`config.mk`:
```
export PLATFORM = sky130hd
export DESIGN_NAME = breadboard_sweep_ctrl
export DESIGN_NICKNAME = d
export VERILOG_FILES = /design/src/rtl/breadboard_sweep_ctrl.sv
export SDC_FILE = /design/constraint.sdc
export NUM_CORES = 1
export LEC_CHECK = 0
export ABC_AREA = 1
export BUFFER_PORTS_ARGS = -buffer_cell sky130_fd_sc_hd__buf_4
export CAP_MARGIN = 20
export CORE_AREA = 2 2 68 70
export CTS_CLUSTER_DIAMETER = 120
export DETAILED_ROUTE_END_ITERATION = 10
export DIE_AREA = 0 0 70 72
export PLACE_DENSITY = 0.76
export SLEW_MARGIN = 20
export SYNTH_ARGS = -nofsm -noshare
export SYNTH_HDL_FRONTEND = slang
export SYNTH_SLANG_ARGS = --single-unit
```
`constraint.sdc`:
```
create_clock -name clk -period 1.9 [get_ports clk]
set_input_delay 0.19 -clock clk [delete_from_list [all_inputs] [get_ports clk]]
set_output_delay 0.19 -clock clk [all_outputs]
set_load 0.005 [all_outputs]
```
`src/rtl/breadboard_sweep_ctrl.sv`:
```
// Sweeps the {w,x,y,z} inputs of the 4-in/10-out truth-table block over a
// programmable index range and streams each settled response with a running signature.
module breadboard_sweep_ctrl #(
  parameter int unsigned SETTLE = 2,
  parameter int unsigned SIG_W  = 16
) (
  input  logic             clk,
  input  logic             reset,
  input  logic             start,
  input  logic [3:0]       first,
  input  logic [3:0]       last,
  output logic [3:0]       vec,
  input  logic [9:0]       resp,
  output logic             res_valid,
  input  logic             res_ready,
  output logic [3:0]       res_index,
  output logic [9:0]       res_data,
  output logic             busy,
  output logic             done,
  output logic [SIG_W-1:0] signature
);

  typedef enum logic [1:0] {IDLE, DRIVE, EMIT, DONE} state_t;

  localparam logic [3:0] SETTLE_CNT = 4'(SETTLE);

  state_t             state, state_n;
  logic [3:0]         cnt, cnt_n;
  logic [3:0]         last_q, last_n;
  logic [3:0]         vec_n, idx_n;
  logic [9:0]         data_n;
  logic               valid_n, busy_n, done_n;
  logic [SIG_W-1:0]   sig_n;

  always_comb begin
    state_n = state;
    cnt_n   = cnt;
    last_n  = last_q;
    vec_n   = vec;
    idx_n   = res_index;
    data_n  = res_data;
    valid_n = res_valid;
    sig_n   = signature;

    case (state)
      IDLE: begin
        if (start) begin
          last_n  = last;
          vec_n   = first;
          cnt_n   = SETTLE_CNT;
          sig_n   = '0;
          state_n = DRIVE;
        end
      end
      DRIVE: begin
        if (cnt != 4'd0) begin
          cnt_n = cnt - 4'd1;
        end else begin
          data_n  = resp;
          idx_n   = vec;
          valid_n = 1'b1;
          sig_n   = {signature[SIG_W-2:0], signature[SIG_W-1]} ^ SIG_W'(resp);
          state_n = EMIT;
        end
      end
      EMIT: begin
        if (res_valid && res_ready) begin
          valid_n = 1'b0;
          if (vec == last_q) begin
            state_n = DONE;
          end else begin
            vec_n   = vec + 4'd1;
            cnt_n   = SETTLE_CNT;
            state_n = DRIVE;
          end
        end
      end
      DONE: begin
        state_n = IDLE;
      end
      default: begin
        state_n = IDLE;
      end
    endcase

    // busy/done are registered from the next state so they line up with it
    busy_n = (state_n != IDLE);
    done_n = (state_n == DONE);
  end

  always_ff @(posedge clk) begin
    if (reset) begin
      state     <= IDLE;
      cnt       <= '0;
      last_q    <= '0;
      vec       <= '0;
      res_valid <= 1'b0;
      res_index <= '0;
      res_data  <= '0;
      busy      <= 1'b0;
      done      <= 1'b0;
      signature <= '0;
    end else begin
      state     <= state_n;
      cnt       <= cnt_n;
      last_q    <= last_n;
      vec       <= vec_n;
      res_valid <= valid_n;
      res_index <= idx_n;
      res_data  <= data_n;
      busy      <= busy_n;
      done      <= done_n;
      signature <= sig_n;
    end
  end

endmodule

```
==> impl_metrics.py <==
metrics = {
    "synthesis": {
        "yosysWarnings": 0,
        "synth-seq-cells": 47,
        "seq_area_frac_synth_pct": 44.6,
        "synth_nets": 304,
        "synthesis.area_um2": 2110,
        "synth_cells": 279,
        "synth.distinct_cells": 24,
        "syn_avg_cell_area_um2": 7.56,
    },
    "clock_tree": {
        "postCtsSetupRepairBufs": 0,
        "cts-resized-gates": 0,
        "cts_tree": "done",
        "holdBufCountCts": 0,
        "clk_latency_ps": 300,
        "clockRootBuffer": "clkbuf_8",
        "cts_sinks": 47,
        "clockBufferDepth": 2,
        "cts_buffers": 5,
        "h-tree-depth": 2,
        "clk_pin_slew_ps": 80,
    },
    "floorplan": {
        "rows": 24,
        "io_pins": 59,
        "dieArea_um2": 5040,
        "die_h_um": 72,
        "start_util_pct": 49.5,
        "die_w_um": 70,
        "core-area_um2": 4260,
    },
    "timing": {
        "rsz0062_at_grt": "false",
        "final-setup-viol-count": 0,
        "slew_headroom_pct": 80.8,
        "min_period_over_period_pct": 84.9,
        "hold_viol": 0,
        "fin_crit_ps": 1610,
        "slew_viol_final": 0,
        "finClkSkew_ps": 6.20,
        "tns_ps": 0,
        "fmax_mhz": 620,
        "tightest_slew_ps": 288,
    },
    "grt": {
        "grt_max_degree": 28,
        "grt_pass1_vias": 1891,
        "grt_antenna_before_repair": 0,
        "grt_pass1_wl_mm": 8.34,
        "grt_use_total_pct": 20.5,
        "overflow": 0,
    },
    "placement": {
        "hpwl_mm": 3.51,
        "io_buffers": 58,
        "gp_congestion": 0.807,
    },
    "route": {
        "drcViolationCount": 0,
        "drt_iter0_drc": 79,
        "route.antenna.remaining_nets": 0,
        "wire_per_inst_um": 12.6,
        "via_count": 1993,
        "viasPerCell": 5.12,
        "wirelength_mm": 4.91,
        "drtPass1Iterations": 4,
    },
    "finish": {
        "drive_gt1_share_pct": 26.4,
        "fill_cells": 403,
        "diodes": 0,
        "multiInputGateArea_um2": 1030,
        "area_growth_syn_to_layout_pct": 26.2,
        "register_area_um2": 941,
        "finalNetCount": 362,
    },
    "critical_path": {
        "crit_arrival_ps": 1810,
        "end_kind": "flop",
        "r2r_slack_ps": 290,
        "required_ps": 2100,
        "start_kind": "flop",
        "cp_max_fo": 27,
        "path_class": "reg2reg",
    },
    "min_path": {
        "hold_path.class": "in2reg",
    },
    "power": {
        "fin_total_pwr_mw": 3.34,
        "p_leak_nw": 1.25,
        "irDropWorstVdd_mv": 0.661,
        "power_per_cell_area_nw_per_um2": 1250,
    },
    "job": {
        "drv_cap": 0,
    },
    "run_status": {
        "outcome": "completed",
    },
}
## flip-flops by register name (all words and copies together), names as in the netlist
register / count
res_index: 4
vec: 4
last_q: 4
signature: 16
done: 1
busy: 1
cnt: 4
state: 2
res_valid: 1
res_data: 10
## kinds of logic (layout without fill, tap and decap cells)
logic type	count (synthesis)	in the layout	synth area share [%]
XOR/XNOR	1	1	0.415
AO/OA/AOI/OAI	71	71	19.6
adder cells (fa/ha/maj)	3	3	1.78
flip-flops	47	47	44.6
AND/OR/NAND/NOR	125	125	26.9
buffers and inverters	32	90	6.76
## Yosys cell counts
cell type,n,area [µm²]
a211oi_1,4,30.0
a211oi_2,6,75.1
a21oi_1,28,140
a22oi_1,1,7.51
buf_2,2,10.0
buf_6,2,22.5
clkbuf_1,5,18.8
dfxtp_1,47,941
ha_1,3,37.5
inv_1,14,52.6
inv_2,7,26.3
inv_4,2,12.5
nand2_1,53,199
nand2_2,2,12.5
nand2_8,1,20.0
nand3_1,10,50.1
nand3_2,1,10.0
nand4_1,3,18.8
nand4_4,1,21.3
nor2_1,52,195
nor2_8,2,40.0
o21ai_0,31,155
o21ai_1,1,5.00
xnor2_1,1,8.76
## per-stage QoR
| step | hold WS, ps | util (%) | instances | worst slack (ps) | area [µm²] |
|---|---|---|---|---|---|
| 5_1_grt | 126 | 62.4 | 389 | 129 | 2660 |
| 6_report | 131 | 62.4 | 389 | 287 | 2660 |
| 3_3_place_gp | 440 | 60.4 | 382 | 358 | 2570 |
| 3_5_place_dp | 444 | 60.4 | 382 | 291 | 2570 |
| 2_1_floorplan | 325 | - | 279 | 460 | 2110 |
| 4_1_cts | 131 | 62.4 | 389 | 285 | 2660 |
## final timing paths
kind                            startpoint             to  depth (start not counted)
worst max-delay path                cnt[0]  signature[10]                          9
worst min-delay path               resp[9]    res_data[9]                          3
worst max register to register      cnt[0]  signature[10]                          9
worst min register to register   last_q[2]      last_q[2]                          2
## final cells by class
cell class | instances | area share (%)
tap | 52 | 2.44
clock inverter | 1 | 0.188
clock buffer | 6 | 3.10
multi-input combinational | 200 | 38.6
inverter | 23 | 3.43
sequential | 47 | 35.4
timing repair buffer | 60 | 16.9
## routing by layer
layer | part of all wire (%) | global-route usage [%]
met3 | 6.6 | 5.00
met2 | 48 | 35.9
met5 | 0 | 0
met4 | 0.98 | 7.05
met1 | 44 | 24.7
## worst max-delay path, stage by stage, from the launching register on
cell and delay (ps):
dfxtp_1 310, inv_1 140, ha_1 170, nand3_1 180
nor2_8 150, inv_4 100, nand2_8 170, inv_2 90
a21oi_1 130, nor2_1 50
## report_power, final
group	total (mW)	switching [mW]	leakage (nW)	internal, mW
clock network	0.618	0.332	0.0470	0.286
logic	1.33	0.764	0.819	0.567
registers	1.39	0.174	0.386	1.22
## placed cells by master, fill, tap and decap left out
master,synthesis,layout
nand4_1,3,3
nor2_8,2,2
dfxtp_1,47,47
nand2_8,1,1
inv_2,7,7
nand2_1,53,53
a211oi_2,6,6
nand3_2,1,1
ha_1,3,3
o21ai_0,31,31
nand4_4,1,1
nor2_1,52,52
buf_4,0,60
a211oi_1,4,4
a21oi_1,28,28
nand2_2,2,2
a22oi_1,1,1
inv_1,14,14
o21ai_1,1,1
clkbuf_8,0,6
xnor2_1,1,1
clkinv_2,0,1
inv_4,2,2
nand3_1,10,10
Note: power is estimated with default switching activity, not from simulation.
